`src/rtl/scan_decoder_pkg.sv`:
```
// ---------------------------------------------------------------------------
// scan_decoder_pkg
// Shared types and constants for the scan decoder.
//   state_t          : FSM state encoding (IDLE, DIRECT, SCAN, GAP)
//   SCAN_GAP_CYCLES  : all-ones cycles inserted between consecutive scan slots
//   GAP_CNT_W        : width of the gap cycle counter
// ---------------------------------------------------------------------------
package scan_decoder_pkg;

    typedef enum logic [1:0] {
        IDLE   = 2'd0,
        DIRECT = 2'd1,
        SCAN   = 2'd2,
        GAP    = 2'd3
    } state_t;

    localparam int SCAN_GAP_CYCLES = 1;
    localparam int GAP_CNT_W       = 2;

endpackage

```
`src/rtl/scan_decoder_onecold.sv`:
```
// ---------------------------------------------------------------------------
// onecold_dec
// Combinational SEL_W-to-OUT_N decoder with active-low (one-cold) outputs.
//   en   : when low, all outputs are 1 (inactive)
//   sel  : index of the output to pull low
//   y_n  : decoded outputs, active low
// ---------------------------------------------------------------------------
module onecold_dec #(
    parameter int SEL_W = 3,
    parameter int OUT_N = 2**SEL_W
) (
    input  logic             en,
    input  logic [SEL_W-1:0] sel,
    output logic [OUT_N-1:0] y_n
);

    always_comb begin
        y_n = '1;
        if (en) begin
            y_n[sel] = 1'b0;
        end
    end

endmodule

```
`src/rtl/scan_decoder.sv`:
```
// ---------------------------------------------------------------------------
// scan_decoder
// Registered one-cold decoder with a direct mode and an auto-scan mode.
//   clk, rst_n : clock and synchronous active-low reset
//   en         : enable; low forces all outputs inactive and returns to IDLE
//   mode       : 0 = direct decode of sel, 1 = auto-scan over all outputs
//   sel        : direct-mode code, loaded when sel_valid is high
//   sel_valid  : qualifies sel in direct mode
//   dwell      : scan slot length minus one, sampled at the start of each slot
//   y_n        : registered one-cold outputs, active low
//   cur_sel    : index currently driven low, 0 when none is
//   active     : high when exactly one y_n bit is low
//   wrap       : pulse in the first cycle of slot 0 after slot OUT_N-1
// ---------------------------------------------------------------------------
module scan_decoder
    import scan_decoder_pkg::*;
#(
    parameter int SEL_W   = 3,
    parameter int OUT_N   = 2**SEL_W,
    parameter int DWELL_W = 8
) (
    input  logic               clk,
    input  logic               rst_n,
    input  logic               en,
    input  logic               mode,
    input  logic [SEL_W-1:0]   sel,
    input  logic               sel_valid,
    input  logic [DWELL_W-1:0] dwell,
    output logic [OUT_N-1:0]   y_n,
    output logic [SEL_W-1:0]   cur_sel,
    output logic               active,
    output logic               wrap
);

    state_t               state;
    logic [SEL_W-1:0]     idx;
    logic [DWELL_W-1:0]   cnt;
    logic [GAP_CNT_W-1:0] gap_cnt;
    logic                 wrap_pend;

    logic                 dec_en;
    logic [SEL_W-1:0]     dec_sel;
    logic [OUT_N-1:0]     dec_y_n;

    // Decoder input select: the scan index while scanning, sel in direct mode.
    always_comb begin
        dec_en  = 1'b0;
        dec_sel = idx;
        if (en) begin
            case (state)
                SCAN:    dec_en = mode;
                DIRECT: begin
                    if (!mode && sel_valid) begin
                        dec_en  = 1'b1;
                        dec_sel = sel;
                    end
                end
                default: dec_en = 1'b0;
            endcase
        end
    end

    onecold_dec #(
        .SEL_W (SEL_W),
        .OUT_N (OUT_N)
    ) u_dec (
        .en  (dec_en),
        .sel (dec_sel),
        .y_n (dec_y_n)
    );

    // Outputs reflect the state occupied during the previous cycle, so every
    // state entry (from IDLE or a mode change) shows one all-ones cycle first.
    always_ff @(posedge clk) begin
        if (!rst_n) begin
            state     <= IDLE;
            idx       <= '0;
            cnt       <= '0;
            gap_cnt   <= '0;
            wrap_pend <= 1'b0;
            y_n       <= '1;
            cur_sel   <= '0;
            active    <= 1'b0;
            wrap      <= 1'b0;
        end else begin
            wrap <= 1'b0;
            if (!en) begin
                state     <= IDLE;
                idx       <= '0;
                cnt       <= '0;
                gap_cnt   <= '0;
                wrap_pend <= 1'b0;
                y_n       <= '1;
                cur_sel   <= '0;
                active    <= 1'b0;
            end else if ((state == SCAN || state == GAP) && !mode) begin
                state     <= DIRECT;
                idx       <= '0;
                cnt       <= '0;
                gap_cnt   <= '0;
                wrap_pend <= 1'b0;
                y_n       <= '1;
                cur_sel   <= '0;
                active    <= 1'b0;
            end else begin
                case (state)
                    IDLE: begin
                        y_n       <= '1;
                        cur_sel   <= '0;
                        active    <= 1'b0;
                        idx       <= '0;
                        wrap_pend <= 1'b0;
                        cnt       <= mode ? dwell : '0;
                        state     <= mode ? SCAN : DIRECT;
                    end
                    DIRECT: begin
                        if (mode) begin
                            state     <= SCAN;
                            idx       <= '0;
                            wrap_pend <= 1'b0;
                            cnt       <= dwell;
                            y_n       <= '1;
                            cur_sel   <= '0;
                            active    <= 1'b0;
                        end else if (sel_valid) begin
                            y_n     <= dec_y_n;
                            cur_sel <= sel;
                            active  <= 1'b1;
                        end
                    end
                    SCAN: begin
                        y_n       <= dec_y_n;
                        cur_sel   <= idx;
                        active    <= 1'b1;
                        wrap      <= wrap_pend;
                        wrap_pend <= 1'b0;
                        if (cnt == '0) begin
                            state   <= GAP;
                            gap_cnt <= GAP_CNT_W'(SCAN_GAP_CYCLES - 1);
                        end else begin
                            cnt <= cnt - 1'b1;
                        end
                    end
                    GAP: begin
                        y_n     <= '1;
                        cur_sel <= '0;
                        active  <= 1'b0;
                        if (gap_cnt == '0) begin
                            state     <= SCAN;
                            idx       <= idx + 1'b1;
                            wrap_pend <= (idx == SEL_W'(OUT_N - 1));
                            cnt       <= dwell;
                        end else begin
                            gap_cnt <= gap_cnt - 1'b1;
                        end
                    end
                    default: state <= IDLE;
                endcase
            end
        end
    end

endmodule

```
`config.mk`:
```
export PLATFORM = sky130hd
export DESIGN_NAME = scan_decoder
export DESIGN_NICKNAME = d
export VERILOG_FILES = /design/src/rtl/scan_decoder_pkg.sv /design/src/rtl/scan_decoder_onecold.sv /design/src/rtl/scan_decoder.sv
export SDC_FILE = /design/constraint.sdc
export NUM_CORES = 1
export LEC_CHECK = 0
export ABC_AREA = 1
export BUFFER_PORTS_ARGS = -buffer_cell sky130_fd_sc_hd__buf_2
export CAP_MARGIN = 20
export CORE_MARGIN = 3
export CORE_UTILIZATION = 56
export CTS_CLUSTER_DIAMETER = 50
export DETAILED_ROUTE_END_ITERATION = 6
export GPL_ROUTABILITY_DRIVEN = 0
export PLACE_DENSITY = 0.83
export SLEW_MARGIN = 20
export SYNTH_ARGS = -nofsm -noshare
export SYNTH_HDL_FRONTEND = slang
export SYNTH_SLANG_ARGS = --single-unit
```
`constraint.sdc`:
```
create_clock -name clk -period 1.95 [get_ports clk]
set_input_delay 0.2925 -clock clk [delete_from_list [all_inputs] [get_ports clk]]
set_output_delay 0.2925 -clock clk [all_outputs]
set_load 0.02 [all_outputs]
```
### After elaboration in Yosys (flattened, before gate mapping)

Index checks and enable logic that the tools add are counted.

* magnitude comparators: 2
* muxes and demuxes: 38
* bitwise logic cells: 4
* equality and inequality tests: 13
* reductions and logical operators: 21
* add/sub/neg operators: 3

Operators with widths (number)
* two-way mux 8 bit: 7
* case mux 8 bit (4 select lines): 1
* case mux 8 bit (3 select lines): 1
* two-way mux 3 bit: 7
* case mux 3 bit (3 select lines): 2
* AND reduction 3 bit: 5
* two-way mux 2 bit: 6
* zero test 8 bit: 1
* two-way mux 1 bit: 8
* inverter 8 bit: 1
* case mux 2 bit (4 select lines): 1
* subtractor 8 x 1 -> 8 bit (second input constant): 1
* != test 2 bit (second input constant): 3
* != test 3 x 1 -> 1 bit (second input constant): 2
* != test 3 bit (second input constant): 2
* case mux 1 bit (3 select lines): 2
* equality test 2 bit (second input constant): 2
* zero test 2 bit: 2
* < comparator 3 x 4 -> 1 bit (second input constant): 1
* != test 2 x 1 -> 1 bit (second input constant): 2
* case mux 2 bit (2 select lines): 1
* AND reduction 2 bit: 2
* OR reduction 2 bit: 2
* OR reduction 4 bit: 1
* other kinds (14): 18

* output and inout bits: 13
* input port bits: 16
* flip-flop bits (word level): 29
* logic and storage cells: 91

### Logic depth before layout (Yosys ltp)

Gate-level depths: netlist of the first run.

* depth after elaboration: 14
* mapped depth: 13
* mapped depth without buffers: 13

### Modules after synthesis

From an unflattened synthesis of the first run, not the netlist that was laid out.

* cells, all modules: 300
* area, all modules: 1923.1 sq um

Modules (own cells, without submodules)
* scan_decoder: times used 1, cells each 281, area each 1849.3 sq um
* onecold_dec: times used 1, cells each 19, area each 73.8 sq um

### Worst setup path before layout of the first run

OpenSTA, ideal clock, no wires.

* path type: register to register
* start point: register state[0]
* end point: register y_n[4]
* library setup time: 0.124 ns
* arrival time: 1.469 ns
* stages on the path, launching flop included: 8
* buffers on the path: 0
* setup slack: 0.357 ns
* path through: dfxtp_1 -> inv_1 -> ha_1 -> inv_1 -> o21ai_1 -> nor2_1 -> a211oi_1 -> o21ai_1

* word-level cells in the longest chain between the ends: 12
* elaborated cells between the ends (all ways): 23
* those cells by class: 2 x order compare; 4 x eq/ne; 10 x mux; 1 x bitwise; 6 x reduce/logical

Ends and longest elaborated chain
* from (decl): RTL line scan_decoder.sv:35 `state_t state;`
* from (signal assigned): RTL line scan_decoder.sv:114 `state <= mode ? SCAN : DIRECT;`
* equality test 2 x 1 -> 1 bit: RTL line scan_decoder.sv:50, scan_decoder.sv:106
* two-way mux 3 bit: RTL line scan_decoder.sv:50 `case (state)`
* two-way mux 3 bit: RTL line scan_decoder.sv:49 `if (en) begin`
* < comparator 3 x 4 -> 1 bit (not written as such) / greater-or-equal comparator 3 x 1 -> 1 bit (equally long branches): RTL line scan_decoder_onecold.sv:20 `y_n[sel] = 1'b0;`
* logical AND 1 bit (not written as such): RTL line scan_decoder_onecold.sv:20
* two-way mux 1 bit (not written as such): RTL line scan_decoder_onecold.sv:20
* demux 1 bit (select 3 bit)
* inverter 8 bit (no source line)
* two-way mux 8 bit: RTL line scan_decoder_onecold.sv:19 `if (en) begin`
* two-way mux 8 bit: RTL line scan_decoder.sv:125 `end else if (sel_valid) begin`
* two-way mux 8 bit: RTL line scan_decoder.sv:117 `if (mode) begin`
* case mux 8 bit (3 select lines): RTL line scan_decoder.sv:106 `case (state)`
* to (signal assigned): RTL line scan_decoder.sv:126 `y_n <= dec_y_n;`
* to (signal assigned): RTL line scan_decoder.sv:132 `y_n <= dec_y_n;`
* to (decl): RTL line scan_decoder.sv:29 `output logic [OUT_N-1:0] y_n,`

Parallel ways exist; a longest one is shown, timed or not. The select of a mux whose other input is x is not followed.
A chain may end at the register's enable or synchronous reset.

### Final worst setup path of the first run

* start point: register state[1]
* end point: register y_n[1]

Same word-level chain as after synthesis.

==> results.yml, run 1 <==
clocking:
  clockRootBuffer: "clkbuf_4"
  clk_latency_ns: 0.33
  cts_num_sinks: 29
  clockBufferDepth: 2
  numCtsBuffers: 5
  cts_tree: "done"
  htree_levels: 2
  clkTransAtPathRegs_ns: 0.10
  cts_hold_buf: 0
finish:
  nNetsFinal: 342
  insertedDiodeCount: 0
  fill_cells: 272
  final_layout_size_suffix_gt1_share_pct: 17.7
  instances_no_fill: 358
  final_common_cell: "nand2_1"
  layout_common_cells: "nand2_1, nor2_1, inv_1, dfxtp_1, buf_2"
  area_growth_pct: 14.6
global_routing:
  grt_overflow: 0
  gr-usage-all-layers_pct: 21.8
  grt_pass1_vias: 1604
  grt_first_pass_wirelength_um: 7020
  grt_max_degree: 17
  antenna_found_initial: 0
worst_setup_path:
  cp.required_ns: 2.19
  worstPathArrival_ns: 1.99
  critPathKind: "reg2reg"
  reg2reg_setup_slack_ns: 0.19
  crit_fanout: 7
  crit_start: "state[1]"
  worst-r2r-cell-count: 13
  timing.rr.end: "y_n[1]"
  rr_startpoint: "state[1]"
  cp-end-kind: "flip-flop"
  startpoint_type: "flip-flop"
detailed_routing:
  first_pass_iters: 4
  vias: 1791
  drt_iter0_drc: 127
  antenna_left: 0
  drt-total-wl_um: 4010
  drc: 0
  vias_per_cell: 5.00
  wl_per_cell_um: 11.2
yosys:
  syn_area_per_cell_um2: 6.46
  ys_seq_area_share_pct: 32.2
  synth_cell_type_count: 27
  syn_nets: 306
  netlist_instances: 279
  ys_ff_latch: 29
  syn_area_um2: 1800
  synth_edf_count: 0
  async_reset_ff_share_pct: 0
  ys.flop_type: "dfxtp_1"
  ys_warn_count: 0
run:
  drv_cap: 0
floorplan:
  core_area_um2: 2900
  dieWidth_um: 62.7
  die-area_um2: 3940
  io_pins: 29
  initial_core_util_pct: 62.2
  num_rows: 19
  die_h_um: 62.7
power:
  powerDensity_nw_per_um2: 655
  combPwrFrac_pct: 26.8
  seq_power_share_pct: 46.9
  clockPowerShare_pct: 26.3
  p_leak_nw: 1.02
  netSwitchingFraction_pct: 34.4
  power.internal_mw: 0.888
  switchingPower_mw: 0.467
  ir_drop_mv: 0.480
sta:
  tns_ns: 0
  report.final.hold_viol_count: 0
  rsz0062_at_grt: "no"
  setup_ws_ns: 0.195
  worstMarginPinSlew_ns: 0.402
  period_share_pct: 90.0
  post-route-min-period_ns: 1.76
  timing.fmax_ghz: 0.570
  slew_headroom_pct: 73.1
  final.setup_skew_ns: 0.0159
  slew_viol_final: 0
  setup_violations: 0
min_path:
  hp-start: "rst_n"
  hold_end: "state[0]"
  hold_path_class: "in2reg"
  whs_path_depth: 3
placed_design:
  preCtsSetupSlack_ns: 0.170
  hpwl_um: 3070
  port_buffers: 28
  dp.cells: 349
outcome:
  status: "completed"
## how the worst max path moves through the flow
stage / to / cells past startpoint / slack, ns
finish: y_n[1] / 13 / 0.19
global route: y_n[1] / 13 / 0.01
CTS: y_n[1] / 13 / 0.17
detailed placement: y_n[1] / 13 / 0.17
global placement: y_n[1] / 13 / 0.23
floorplan: y_n[4] / 7 / 0.36
## cell families (layout without fill, tap and decap cells)
kind of cell	count (synthesis)	after routing	share of synthesized area [%]
AO/OA/AOI/OAI	48	48	14.5
flip-flops	29	29	32.2
AND/OR/NAND/NOR	147	147	34.8
adder cells (fa/ha/maj)	11	11	7.63
buffers and inverters	39	76	8.47
XOR/XNOR	5	5	2.43
## synthesized netlist by cell type, types with 2 or more instances
| master | number | area [um^2] |
|---|---|---|
| xor2_1 | 4 | 35.0 |
| a21oi_1 | 20 | 100 |
| nor2_2 | 4 | 25.0 |
| inv_2 | 4 | 15.0 |
| o21ai_0 | 11 | 55.1 |
| o21ai_1 | 7 | 35.0 |
| ha_1 | 11 | 138 |
| nand2_2 | 4 | 25.0 |
| a211oi_1 | 4 | 30.0 |
| buf_2 | 4 | 20.0 |
| nor3_1 | 3 | 15.0 |
| dfxtp_1 | 29 | 581 |
| nand3_1 | 21 | 105 |
| nand4_1 | 2 | 12.5 |
| inv_1 | 30 | 113 |
| nand2_1 | 72 | 270 |
| o22ai_1 | 3 | 18.8 |
| nor2_1 | 37 | 139 |
## routing by layer
| metal | vias up | share of wire (%) | GRT usage (%) |
|---|---|---|---|
| met5 | - | 0 | 0 |
| met4 | 0 | 1.3 | 6.61 |
| met1 | 764 | 50 | 30.3 |
| met2 | 44 | 43 | 33.3 |
| met3 | 7 | 5.0 | 5.04 |
| li1 | 976 | - | - |
## critical path: stages, from the launching register on
cell     delay, ns
dfxtp_1       0.35
inv_1         0.12
ha_1          0.23
inv_1         0.09
nor2_4        0.18
nand2_4       0.09
nand2_1       0.08
nand2_2       0.07
nor2_2        0.18
nand2_1       0.08
nand2_1       0.06
nand2_1       0.05
nand2_1       0.05
nand2_1       0.05
## flip-flops by register name (all words and copies together), names as in the netlist
register,count
active,1
cnt,8
cur_sel,3
gap_cnt,2
idx,3
state,2
wrap,1
wrap_pend,1
y_n,8
## layout make-up
class,count,area (um^2),share of cell area [%]
Tap cell,42,52.6,2.54
Inverter,34,128,6.17
Multi-Input combinational cell,211,1070,51.8
Clock buffer,6,41.3,2.00
Sequential cell,29,581,28.1
Clock inverter,2,10.0,0.484
Timing Repair Buffer,34,185,8.96
## through the flow
stage          utilization (%)  hold slack, ns  total power [mW]  instance area [um^2]
4_1_cts                   71.0           0.232              1.36                  2060
3_3_place_gp              69.2           0.447              1.00                  2010
5_1_grt                   71.3           0.265              1.44                  2070
2_1_floorplan                -           0.415             0.915                  1800
6_report                  71.3           0.233              1.35                  2070
3_5_place_dp              69.2           0.445              1.01                  2010
## power by group through the flow
stage	Sequential [mW]	Clock [mW]	Combinational (mW)
after floorplan	0.654	0	0.261
after global placement	0.648	0	0.354
after detailed placement	0.648	0	0.358
after CTS	0.635	0.362	0.359
after global routing	0.639	0.389	0.416
final	0.635	0.357	0.363
## timing repair
| action | 4_1_cts | 5_1_grt |
|---|---|---|
| resized for setup | 0 | 0 |
| setup buffers | 0 | 1 |
| setup endpoints to repair | 0 | 4 |
Note: power is estimated with default switching activity, not from simulation.
==> inputs of run 2 (changes only) <==
--- a/config.mk
+++ b/config.mk
@@ -9,11 +9,11 @@
 export BUFFER_PORTS_ARGS = -buffer_cell sky130_fd_sc_hd__buf_2
 export CAP_MARGIN = 20
 export CORE_MARGIN = 3
-export CORE_UTILIZATION = 56
+export CORE_UTILIZATION = 60
 export CTS_CLUSTER_DIAMETER = 50
 export DETAILED_ROUTE_END_ITERATION = 6
 export GPL_ROUTABILITY_DRIVEN = 0
-export PLACE_DENSITY = 0.83
+export PLACE_DENSITY = 0.88
 export SLEW_MARGIN = 20
 export SYNTH_ARGS = -nofsm -noshare
 export SYNTH_HDL_FRONTEND = slang
==> constraint.sdc (replaced) <==
create_clock -name clk -period 2.17 [get_ports clk]
set_input_delay 0.3255 -clock clk [delete_from_list [all_inputs] [get_ports clk]]
set_output_delay 0.3255 -clock clk [all_outputs]
set_load 0.02 [all_outputs]
==> run 2 against run 1 <==
  * Power down 9.5%
  * Die area decreased by 6.0%
  * Largest cell class unchanged
  * Combinational power down 12%
  * Register-to-register slack improved by 0.12 ns
  * Critical path type unchanged
  * Sequential share of layout area up 0.55 points
  * Critical endpoint unchanged
  * Non-clock buffer count fell by 4
  * Final area is 1.9% lower
==> results.yml, run 2 (synthesis results as in run 1) <==
worst_setup_path:
  crit_start: "state[1]"
  cp-end-kind: "flip-flop"
  rr_startpoint: "state[1]"
  critPathKind: "reg2reg"
  crit_fanout: 8
  startpoint_type: "flip-flop"
  path_cells: "inv_1, ha_1, inv_1, nor2_4, nand2_4, nand2_1, nand2_2, nor2_2, nand2_1, nand2_1, nand2_1, nand2_1, nand2_1"
  cp.required_ns: 2.40
  worstPathArrival_ns: 2.08
  slowest_delay_ns: 0.36
  cp_common_cell: "nand2_1"
  slowest_stage: "dfxtp_1"
  worst-r2r-cell-count: 13
sta:
  fin_hold_ws_ns: 0.266
  worstMarginPinSlew_ns: 0.506
  rsz0062_at_grt: "no"
  slew_headroom_pct: 66.0
  final.setup_skew_ns: 0.00616
  report.final.hold_viol_count: 0
  post-route-min-period_ns: 1.85
  period_share_pct: 85.4
  slew_viol_final: 0
  tns_ns: 0
  setup_violations: 0
  timing.fmax_ghz: 0.539
clocking:
  clk_latency_ns: 0.33
  clockBufferDepth: 2
  cts_hold_buf: 0
  post_cts_buffers: 0
  cts_tree: "done"
  htree_levels: 2
  clockRootBuffer: "clkbuf_4"
  clkTransAtPathRegs_ns: 0.08
  numCtsBuffers: 5
  cts_resized: 0
  cts_num_sinks: 29
floorplan:
  die-area_um2: 3700
  dieWidth_um: 60.8
  io_pins: 29
  die_h_um: 60.8
  num_rows: 19
  initial_core_util_pct: 64.3
  core_area_um2: 2810
detailed_routing:
  vias_per_cell: 5.32
  vias: 1821
  first_pass_iters: 5
  wl_per_cell_um: 11.8
  antenna_left: 0
  drt_iter0_drc: 138
  drc: 0
  drt-total-wl_um: 4020
power:
  seq_power_share_pct: 46.6
  power.internal_mw: 0.819
  ir_drop_mv: 0.453
  p_leak_nw: 0.998
  combPwrFrac_pct: 26.0
  netSwitchingFraction_pct: 33.1
  powerDensity_nw_per_um2: 605
  clockPowerShare_pct: 27.4
  switchingPower_mw: 0.406
min_path:
  whs_path_depth: 3
  hp-start: "rst_n"
  hold_path_class: "in2reg"
finish:
  layout_common_cells: "nand2_1, nor2_1, inv_1, dfxtp_1, buf_2"
  final_common_cell: "nand2_1"
  insertedDiodeCount: 0
  final_layout_size_suffix_gt1_share_pct: 16.4
  area_growth_pct: 12.4
  nNetsFinal: 338
  reg_top3: "cnt x8, y_n x8"
  final_util_pct: 72.3
outcome:
  status: "completed"
global_routing:
  grt_first_pass_wirelength_um: 6640
  antenna_found_initial: 0
  grt_max_degree: 17
  gr-usage-all-layers_pct: 23.5
  grt_pass1_vias: 1505
  grt_overflow: 0
placed_design:
  hpwl_um: 3060
  port_buffers: 28
run:
  drv_cap: 0
-- run 2: changes by cell type in the layout (fill, tap and decap cells not counted), sizes merged --
cell / previous run / this run
clkinv: 2 / 0
buf: 34 / 30
clkbuf: 6 / 7
-- run 2: stage by stage --
step           power, mW  setup WS, ns  instances  area [um^2]
3_3_place_gp       0.888         0.414        335         1970
6_report            1.23         0.316        342         2030
5_1_grt             1.31        0.0963        342         2030
3_5_place_dp       0.898         0.350        335         1970
4_1_cts             1.23         0.334        342         2030
2_1_floorplan      0.822         0.577        279         1800
-- run 2: final timing paths --
check | end | slack, ns
max | y_n[1] | 0.32
min | state[0] | 0.27
max reg2reg | y_n[1] | 0.32
min reg2reg | wrap | 0.45
-- run 2: final cells by class --
| class | instances | area (um^2) |
|---|---|---|
| Timing Repair Buffer | 30 | 155 |
| Fill cell | 245 | 778 |
| Inverter | 34 | 128 |
| Multi-Input combinational cell | 211 | 1070 |
| Sequential cell | 29 | 581 |
| Clock buffer | 7 | 55.1 |
| Tap cell | 31 | 38.8 |
-- run 2: worst max-delay path: cells and delay by family (launching register included) --
family                     cells  cell delay [ns]
DFF                            1             0.36
adders and majority gates      1             0.22
buffers and inverters          2             0.21
and+or+nand+nor               10             0.95
-- run 2: power groups by stage --
stage          logic, mW  registers (mW)  clock network [mW]
2_1_floorplan      0.234           0.588                   0
3_3_place_gp       0.307           0.581                   0
3_5_place_dp       0.315           0.583                   0
4_1_cts            0.316           0.570               0.343
5_1_grt            0.364           0.574               0.368
6_report           0.319           0.571               0.336
-- run 2: metal layers --
metal  GRT usage (%)  share of wire [%]  wire length [um]
met1            33.4                 48              1910
met3            5.74                6.1               246
met5               0                  0                 0
met2            35.4                 45              1820
met4            6.50                1.1                43
==> inputs of run 3 (changes only) <==
--- a/config.mk
+++ b/config.mk
@@ -8,12 +8,14 @@
 export ABC_AREA = 1
 export BUFFER_PORTS_ARGS = -buffer_cell sky130_fd_sc_hd__buf_2
 export CAP_MARGIN = 20
+export CELL_PAD_IN_SITES_DETAIL_PLACEMENT = 2
+export CELL_PAD_IN_SITES_GLOBAL_PLACEMENT = 2
 export CORE_MARGIN = 3
-export CORE_UTILIZATION = 60
+export CORE_UTILIZATION = 32
 export CTS_CLUSTER_DIAMETER = 50
 export DETAILED_ROUTE_END_ITERATION = 6
 export GPL_ROUTABILITY_DRIVEN = 0
-export PLACE_DENSITY = 0.88
+export PLACE_DENSITY = 0.87
 export SLEW_MARGIN = 20
 export SYNTH_ARGS = -nofsm -noshare
 export SYNTH_HDL_FRONTEND = slang
==> constraint.sdc (replaced) <==
create_clock -name clk -period 2.17 [get_ports clk]
set_input_delay 0.651 -clock clk [delete_from_list [all_inputs] [get_ports clk]]
set_output_delay 0.651 -clock clk [all_outputs]
set_load 0.02 [all_outputs]
==> run 3 against run 2 <==
  * Wire length is 57% higher
  * Combinational power is 12% higher
  * Core utilization is 32 points lower
  * Clock skew is 0.0021 ns lower
  * First-iteration DRC count is 62% lower
  * Final area is 5.8% higher
  * Register-to-register slack worse by 0.07 ns
  * Critical path type unchanged
  * Largest cell class unchanged
  * Largest power group unchanged
  * Highest routed layer unchanged
==> results.yml, run 3 (synthesis results as in run 1) <==
floorplan:
  initial_core_util_pct: 34.2
  die_h_um: 81.1
  dieWidth_um: 81.1
  num_rows: 26
  core_area_um2: 5270
  io_pins: 29
  die-area_um2: 6570
finish:
  fill_cells: 672
  reg_top3: "cnt x8, y_n x8"
  layout_common_cells: "nand2_1, nor2_1, inv_1, dfxtp_1, buf_2"
  final_util_pct: 40.7
  multi_input_area_um2: 1070
  fin_area_um2: 2140
  register_area_um2: 581
  final_layout_size_suffix_gt1_share_pct: 18.1
  final_common_cell: "nand2_1"
  nNetsFinal: 341
  area_growth_pct: 18.9
  insertedDiodeCount: 0
worst_setup_path:
  startpoint_type: "flip-flop"
  path_delay_family: "simple AND/OR/NAND/NOR gates"
  path_buf_inv: 4
  critPathKind: "reg2reg"
  worstPathArrival_ns: 2.11
  path_cells: "inv_1, ha_1, inv_1, nor2_4, buf_4, buf_4, nand3_1, nand2_1, nor2_1, nand2_1, nand2_1, nand2_1, nand2_1, nand2_1"
  cp.required_ns: 2.36
  crit_fanout: 5
  cp_common_cell: "nand2_1"
  slowest_delay_ns: 0.41
  cp-end-kind: "flip-flop"
  slowest_stage: "dfxtp_1"
global_routing:
  use_met3_pct: 3.99
  grt_max_degree: 17
  gr-usage-all-layers_pct: 20.6
  busiest_layer: "met2"
  grt.met2_usage_pct: 37.1
  grt_overflow: 0
  gr-usage-met1_pct: 24.4
  grt_first_pass_wirelength_um: 10200
  antenna_found_initial: 0
  grt_pass1_vias: 2009
detailed_routing:
  antenna_left: 0
  vias_per_cell: 5.05
  first_pass_iters: 3
  drc: 0
  wl_per_cell_um: 16.4
  vias: 1945
  drt-total-wl_um: 6320
  drt_iter0_drc: 52
sta:
  period_share_pct: 88.8
  rsz0062_at_grt: "no"
  tns_ns: 0
  slew_viol_final: 0
  final.setup_skew_ns: 0.00410
  worstMarginPinSlew_ns: 0.439
  setup_violations: 0
  slew_headroom_pct: 70.6
  report.final.hold_viol_count: 0
  timing.fmax_ghz: 0.519
  post-route-min-period_ns: 1.93
clocking:
  cts_num_sinks: 29
  cts_hold_buf: 0
  clockRootBuffer: "clkbuf_8"
  clkTransAtPathRegs_ns: 0.07
  clk_latency_ns: 0.29
  clockBufferDepth: 2
  htree_levels: 2
  numCtsBuffers: 5
  cts_tree: "done"
power:
  clockPowerShare_pct: 33.1
  seq_power_share_pct: 41.2
  powerDensity_nw_per_um2: 647
  combPwrFrac_pct: 25.7
  netSwitchingFraction_pct: 35.5
  ir_drop_mv: 0.257
  p_leak_nw: 1.03
  switchingPower_mw: 0.493
  power.internal_mw: 0.896
run:
  drv_cap: 0
min_path:
  hold_path_class: "reg2reg"
placed_design:
  hpwl_um: 4450
  placed_area_um2: 2040
  port_buffers: 28
outcome:
  status: "completed"
run 3: worst reg2reg max path, cell delays in order, from the launching register on:
cell	delay (ns)
dfxtp_1	0.41
inv_1	0.14
ha_1	0.25
inv_1	0.11
nor2_4	0.07
buf_4	0.16
buf_4	0.13
nand3_1	0.08
nand2_1	0.07
nor2_1	0.15
nand2_1	0.07
nand2_1	0.06
nand2_1	0.05
nand2_1	0.05
nand2_1	0.04
run 3: power groups by stage:
stage,clock network (mW),registers [mW],logic [mW]
after floorplan,0,0.588,0.234
after global placement,0,0.583,0.330
after detailed placement,0,0.584,0.349
after CTS,0.475,0.572,0.359
after global routing,0.502,0.575,0.407
final,0.459,0.572,0.357
run 3: stage by stage:
step           hold slack, ns  std cells  power (mW)  setup WS (ns)
5_1_grt                 0.466        385        1.48         0.0210
3_3_place_gp            0.429        375       0.913          0.277
6_report                0.443        385        1.39          0.243
3_5_place_dp            0.436        375       0.933          0.229
2_1_floorplan           0.415        279       0.822          0.577
4_1_cts                 0.446        383        1.41          0.193
run 3: final cells by class:
class                   instances  share of cell area, %
multi-input cells             211                   50.0
inverters                      34                   5.95
well taps                      70                   4.08
flip-flops and latches         29                   27.1
clock inverters                 3                  0.817
repair buffers                 33                   8.87
clock buffers                   5                   3.21
run 3: path summary, 6_finish.rpt:
path | start | endpoint | slack (ns) | depth (start not counted)
setup reg to reg | state[1] | y_n[6] | 0.24 | 14
setup / recovery | state[1] | y_n[6] | 0.24 | 14
hold reg to reg | wrap_pend | wrap | 0.44 | 2
hold / removal | wrap_pend | wrap | 0.44 | 2
run 3: timing repair:
action / CTS / global route
buffers inserted: 0 / 2
gates resized for setup: 0 / 1
setup endpoints to repair: 0 / 2
run 3: per-layer routing:
metal / vias to the layer above / part of all wire [%]
met5: - / 0
met4: 0 / 2.0
met3: 12 / 2.3
met2: 29 / 53
met1: 940 / 43
li1: 964 / -
